`src/rtl/circuit_sweep_ctrl.sv`:
```
// -----------------------------------------------------------------------------
// circuit_sweep_ctrl
//
// Drives an N_IN-input combinational circuit under test through every input
// combination. Each vector is held for SETTLE_CYCLES + 1 cycles. The circuit
// output f_in is sampled on the edge that ends that window, and the full truth
// table is built up in a register.
//
// Optional feature (compile-time macro SWEEP_GRAY_EN):
//   defined   - vectors are issued in Gray order, so only one input toggles
//               per step. truth is still indexed by the binary vector value.
//   undefined - vectors are issued in plain binary order.
//
// Ports:
//   clk         in   system clock, rising edge active
//   rst_n       in   synchronous active-low reset
//   start       in   begin a sweep (honoured only when idle)
//   abort       in   cancel a running sweep (wins over start when idle)
//   f_in        in   output of the circuit under test
//   vec_out     out  [N_IN]     vector driven to the circuit, MSB = first input
//   busy        out  1          sweep in progress
//   done        out  1          one-cycle pulse on normal completion
//   truth       out  [2^N_IN]   captured truth table, bit i = f(vec == i)
//   ones_count  out  [N_IN+1]   number of vectors that sampled f_in = 1
// -----------------------------------------------------------------------------
module circuit_sweep_ctrl #(
  parameter int N_IN          = 3,
  parameter int SETTLE_CYCLES = 2
) (
  input  logic                   clk,
  input  logic                   rst_n,
  input  logic                   start,
  input  logic                   abort,
  input  logic                   f_in,
  output logic [N_IN-1:0]        vec_out,
  output logic                   busy,
  output logic                   done,
  output logic [(1<<N_IN)-1:0]   truth,
  output logic [N_IN:0]          ones_count
);

  typedef enum logic [1:0] {
    S_IDLE   = 2'd0,
    S_HOLD   = 2'd1,
    S_SAMPLE = 2'd2
  } state_t;

  localparam logic [3:0]      SETTLE   = 4'(SETTLE_CYCLES);
  localparam logic [N_IN-1:0] IDX_ZERO = {N_IN{1'b0}};
  localparam logic [N_IN-1:0] IDX_LAST = {N_IN{1'b1}};
  localparam logic [N_IN-1:0] IDX_ONE  = N_IN'(32'd1);
  // With no settle time the HOLD phase is skipped entirely.
  localparam state_t          LOAD_STATE = (SETTLE == 4'd0) ? S_SAMPLE : S_HOLD;

  state_t                 state_q, state_d;
  logic [N_IN-1:0]        idx_q, idx_d, idx_inc;
  logic [3:0]             cnt_q, cnt_d;
  logic [N_IN-1:0]        vec_q, vec_d;
  logic                   busy_q, busy_d;
  logic                   done_q, done_d;
  logic [(1<<N_IN)-1:0]   truth_q, truth_d;
  logic [N_IN:0]          ones_q, ones_d;

  // Maps a sweep step index to the vector applied at that step.
  function automatic logic [N_IN-1:0] seq(input logic [N_IN-1:0] i);
`ifdef SWEEP_GRAY_EN
    return i ^ (i >> 1);
`else
    return i;
`endif
  endfunction

  // Next-state and datapath: sweep sequencing, capture and abort handling.
  always_comb begin
    state_d = state_q;
    idx_d   = idx_q;
    cnt_d   = cnt_q;
    vec_d   = vec_q;
    done_d  = 1'b0;
    truth_d = truth_q;
    ones_d  = ones_q;
    idx_inc = idx_q + IDX_ONE;
    case (state_q)
      S_IDLE: begin
        if (start && !abort) begin
          truth_d = '0;
          ones_d  = '0;
          idx_d   = IDX_ZERO;
          vec_d   = seq(IDX_ZERO);
          cnt_d   = SETTLE;
          state_d = LOAD_STATE;
        end else begin
          state_d = S_IDLE;
        end
      end
      S_HOLD: begin
        if (abort) begin
          state_d = S_IDLE;
          vec_d   = IDX_ZERO;
        end else begin
          // HOLD lasts SETTLE cycles; the SAMPLE cycle makes it SETTLE + 1.
          cnt_d = cnt_q - 4'd1;
          if (cnt_q == 4'd1) begin
            state_d = S_SAMPLE;
          end else begin
            state_d = S_HOLD;
          end
        end
      end
      S_SAMPLE: begin
        // The capture happens on this edge even if abort is also asserted,
        // so the aborted vector's result is kept with the partial table.
        truth_d[vec_q] = f_in;
        ones_d         = ones_q + {{N_IN{1'b0}}, f_in};
        if (abort) begin
          state_d = S_IDLE;
          vec_d   = IDX_ZERO;
        end else if (idx_q != IDX_LAST) begin
          idx_d   = idx_inc;
          vec_d   = seq(idx_inc);
          cnt_d   = SETTLE;
          state_d = LOAD_STATE;
        end else begin
          state_d = S_IDLE;
          done_d  = 1'b1;
        end
      end
      default: begin
        state_d = S_IDLE;
        vec_d   = IDX_ZERO;
      end
    endcase
    busy_d = (state_d != S_IDLE);
  end

  // State and output registers with synchronous active-low reset.
  always_ff @(posedge clk) begin
    if (!rst_n) begin
      state_q <= S_IDLE;
      idx_q   <= IDX_ZERO;
      cnt_q   <= 4'd0;
      vec_q   <= IDX_ZERO;
      busy_q  <= 1'b0;
      done_q  <= 1'b0;
      truth_q <= '0;
      ones_q  <= '0;
    end else begin
      state_q <= state_d;
      idx_q   <= idx_d;
      cnt_q   <= cnt_d;
      vec_q   <= vec_d;
      busy_q  <= busy_d;
      done_q  <= done_d;
      truth_q <= truth_d;
      ones_q  <= ones_d;
    end
  end

  assign vec_out    = vec_q;
  assign busy       = busy_q;
  assign done       = done_q;
  assign truth      = truth_q;
  assign ones_count = ones_q;

endmodule

```
`config.mk`:
```
export PLATFORM = sky130hd
export DESIGN_NAME = circuit_sweep_ctrl
export DESIGN_NICKNAME = d
export VERILOG_FILES = /design/src/rtl/circuit_sweep_ctrl.sv
export SDC_FILE = /design/constraint.sdc
export NUM_CORES = 1
export LEC_CHECK = 0
export BUFFER_PORTS_ARGS = -buffer_cell sky130_fd_sc_hd__buf_4
export CAP_MARGIN = 5
export CELL_PAD_IN_SITES_DETAIL_PLACEMENT = 1
export CELL_PAD_IN_SITES_GLOBAL_PLACEMENT = 1
export CORE_ASPECT_RATIO = 1.4
export CORE_MARGIN = 2
export CORE_UTILIZATION = 30
export DETAILED_ROUTE_END_ITERATION = 8
export GPL_TIMING_DRIVEN = 0
export PLACE_DENSITY = 0.58
export RECOVER_POWER = 25
export SLEW_MARGIN = 10
export SYNTH_ARGS = -nofsm -noshare
export SYNTH_HDL_FRONTEND = slang
export SYNTH_SLANG_ARGS = --single-unit
```
`constraint.sdc`:
```
create_clock -name clk -period 2.3 [get_ports clk]
set_input_delay 0.69 -clock clk [delete_from_list [all_inputs] [get_ports clk]]
set_output_delay 0.69 -clock clk [all_outputs]
set_load 0.03 [all_outputs]
```
==> results.md <==
Timing:
- The final critical path takes up 76.77% of the cycle.
- The number of max-slew violations in the final report is 0.
- The worst-case headroom to the max-slew limit is 66.44%.
- Clock skew on the completed layout was measured at 9.281 ps.
- Hold is met by approximately 480 ps.
- At the pin with the least slew margin, the transition time is 503.4 ps.
- Setup violations remaining at the end of the flow were counted as 0.
- The setup TNS is 0 ps.
- After layout, the minimum clock period comes to 1766 ps.
- The final number of hold-violating endpoints was 0.
- Setup repair after global routing left no endpoint under its margin.
- Static timing analysis puts the maximum clock frequency at 566.3 MHz.

Synthesis:
- In this run, distinct cell masters in the synthesized netlist total 42.
- The share of Yosys cell area claimed by the top area cell type is 40.43%.
- A synthesized cell averages roughly 9.1 sq um.
- The post-synthesis instance area is 1287 sq um.
- The count of warnings emitted by yosys is 0.
- The number of nets handed over by synthesis was 152.
- The register area share after synthesis is between 40% and 50%.
- After synthesis the netlist holds a flip-flop and latch count of 26.
- dfxtp_1 takes more of the synthesized area than any other cell.
- After technology mapping, the gate count stands at 141.
- By area the synthesized netlist is led by dfxtp_1, ha_1, nor2b_1.

Worst setup path:
- The kind of capture point of the worst setup path is a flip-flop.
- The highest fanout seen on the critical path is 10.
- The critical path data required time is 2520 ps.
- At the worst endpoint, the arrival time is around 2000 ps.
- The path type of the worst setup path is primary input to flip-flop.
- The sort of element at the start of the critical path is a primary input.

Power:
- The worst voltage drop across the vdd grid is 0.0001889 V.
- The clock network accounts for 33.7% of the total power.
- The switching part of the total is 24.25%.
- The internal portion of the total power is 600.5 uW.
- The logic gate share of total power is between 8 and 9%.
- The switching component of the power is 192.3 uW.
- The sequential power share is 58.0%.
- The leakage power is between 0.6 and 0.7 nW.
- The ratio of total power to cell area is roughly 520 nW/um^2.

Placed design:
- The instance area at placement is around 1500 sq um.
- The congestion estimate from routability-driven global placement came to about 0.72.
- Detailed placement ended at an HPWL of 2.557 mm.
- Port buffering added 21 buffers.

GRT:
- Summed over all layers, the global routing overflow is 0.
- Entering global routing, the biggest net connects 14 pins.
- The first global-routing pass estimated 5.678 mm of wire.
- The via count of the first global-routing pass came to 1156.
- The total global-route track usage is 15.70%.
- The initial antenna violation count was 0.

Clock tree:
- CTS built an H-tree with a depth of 1.
- At the later pin of the worst-skew pair, clock insertion delay measures 280 ps.
- The TritonCTS clock tree is yes.
- The number of clock buffers added by TritonCTS is 3.
- The clock net sink count is 26.
- The post-cts gate resize count is 0.
- The clock tree root buffer cell is clkbuf_8.
- After clock tree synthesis, the clock-pin slew on the worst setup and hold paths is 90 ps.
- The number of setup buffers added after CTS is 0.
- The maximum count of clock buffers along a single path is 2.
- For this design, the CTS-stage hold fixing added 0 buffers.

Floorplan:
- The die is 81.51 um tall.
- The floorplan has 28 rows.
- The initial core utilization is between 30% and 40%.
- The area enclosed by the die boundary is 4839 sq um.
- The placeable core region is ~4200 sq um.
- Measured along the x axis, the die boundary spans 59.37 um.
- During I/O placement, the number of pins put on the boundary was 22.

Final layout:
- Once layout is done, the placed cells without fillers occupy about 1500 sq um.
- For this run, the share of the core covered by cells in the final layout is 36.43%.
- The final layout contains between 150 and 200 nets.
- The proportion of layout cells with a drive suffix above 1 is 17.58%.
- The count of antenna diodes in the layout is 0.
- From synthesis to final layout, the design area changed by 17.98%.

Route:
- Across all layers, the routed design uses ~1200 vias.
- The remaining antenna violation count after routing is 0.
- The pre-antenna-repair detailed-routing pass consisted of 2 iterations.
- Summed over all layers, the routed wires come to 3.462 mm.
- The residual DRC count is 0.
- The first routing iteration left between 40 and 50 violations.
- The average routed wire per standard cell is approximately 16 um.
- The average vias per placed instance is 5.519.

Run status:
- The run finished with clean final reports.

Worst hold path:
- The min-delay analysis places its worst path in the category flip-flop to flip-flop.

Job:
- Max-cap violations in this run came to 0.
[power groups by stage]
stage | sequential (mW) | clock (mW) | combinational, mW
after detailed placement | 0.471 | 0 | 0.0693
after CTS | 0.460 | 0.279 | 0.0694
after global routing | 0.461 | 0.296 | 0.0744
final | 0.460 | 0.267 | 0.0660
after floorplan | 0.471 | 0 | 0.0447
after global placement | 0.470 | 0 | 0.0679
[through the flow]
stage                     setup slack (ps)  cells  total power [mW]
after CTS                            651.3    210            0.8082
final                                534.3    210            0.7927
after floorplan                      631.6    141            0.5154
after global placement               370.7    207            0.5380
after global routing                 419.5    210            0.8310
after detailed placement             366.3    207            0.5400
[cell type report]
cell class | count | area, sq um
plain buffers | 11 | 53.80
clock buffers | 3 | 41.29
fillers | 500 | 2650
inverters | 5 | 18.77
multi-input cells | 99 | 693.2
flip-flops and latches | 26 | 520.5
well taps | 45 | 56.30
repair buffers | 21 | 135.1
[worst max-delay path: stages]
cell,delay (ps)
clkbuf_1,120
clkbuf_1,380
nor2b_1,110
or3_1,320
o21ai_1,160
a32o_1,210
[final timing paths]
kind | end | slack [ps] | depth (start not counted) | start
hold reg to reg | cnt_q[3] | 480 | 1 | cnt_q[3]
hold / removal | cnt_q[3] | 480 | 1 | cnt_q[3]
setup reg to reg | idx_q[2] | 710 | 6 | idx_q[0]
setup / recovery | vec_out[1] | 530 | 6 | abort
[layout by cell type, fill, tap and decap left out, types with 3 or more instances in the layout]
cell | netlist | layout
dfxtp_1 | 26 | 26
buf_4 | 0 | 15
clkbuf_1 | 5 | 12
nor2_1 | 8 | 8
nor2b_1 | 7 | 7
nor3_1 | 7 | 7
nand2_1 | 7 | 7
ha_1 | 6 | 6
inv_1 | 5 | 5
nand3_1 | 5 | 5
a21boi_1 | 5 | 5
buf_2 | 5 | 4
nand2b_1 | 4 | 4
nand4_1 | 4 | 4
o311ai_0 | 4 | 4
or3_1 | 3 | 3
o21a_1 | 3 | 3
a21boi_0 | 3 | 3
clkbuf_8 | 0 | 3
[per-layer routing]
layer	up-vias	GRT usage (%)	wire length (um)
li1	568	-	-
met1	571	17.81	1453
met2	15	28.35	1861
met3	5	2.362	81
met4	0	6.818	65
met5	-	0	0
[synth_stat cells]
cell	n
o21ai_0	2
buf_6	1
a31o_2	1
o31a_1	1
o31a_2	1
or3_1	3
nand2b_1	4
a32o_1	2
a21o_1	2
nor2b_1	7
a21oi_1	2
o21a_1	3
o21bai_1	1
dfxtp_1	26
a31oi_1	2
a21boi_1	5
nand4b_1	1
or4b_4	1
o41ai_1	1
a21boi_0	3
nor4b_1	1
nor2_1	8
mux2i_1	1
o32ai_2	1
a22oi_1	2
nand3_1	5
clkbuf_1	5
or2_2	1
nand2_1	7
o21ai_1	1
and3_2	1
o211ai_1	2
a2bb2oi_1	1
o211a_1	2
or2b_1	1
a22o_1	2
nand4_1	4
o311ai_0	4
inv_1	5
nor3_1	7
ha_1	6
buf_2	5
[registers in the layout, summed over array words and instances, names as in the netlist]
| signal | flops |
|---|---|
| busy | 1 |
| cnt_q | 4 |
| vec_out | 3 |
| state_q | 2 |
| truth | 8 |
| done | 1 |
| ones_count | 4 |
| idx_q | 3 |
[cell families after synthesis]
logic type               Yosys count  synth area share (%)
AO/OA/AOI/OAI                     41                 25.36
AND/OR/NAND/NOR                   51                 21.87
flip-flops                        26                 40.43
multiplexers                       1                0.7775
buffers and inverters             16                 5.734
adder cells (fa/ha/maj)            6                 5.831
Power figures use the tool's default switching activity.
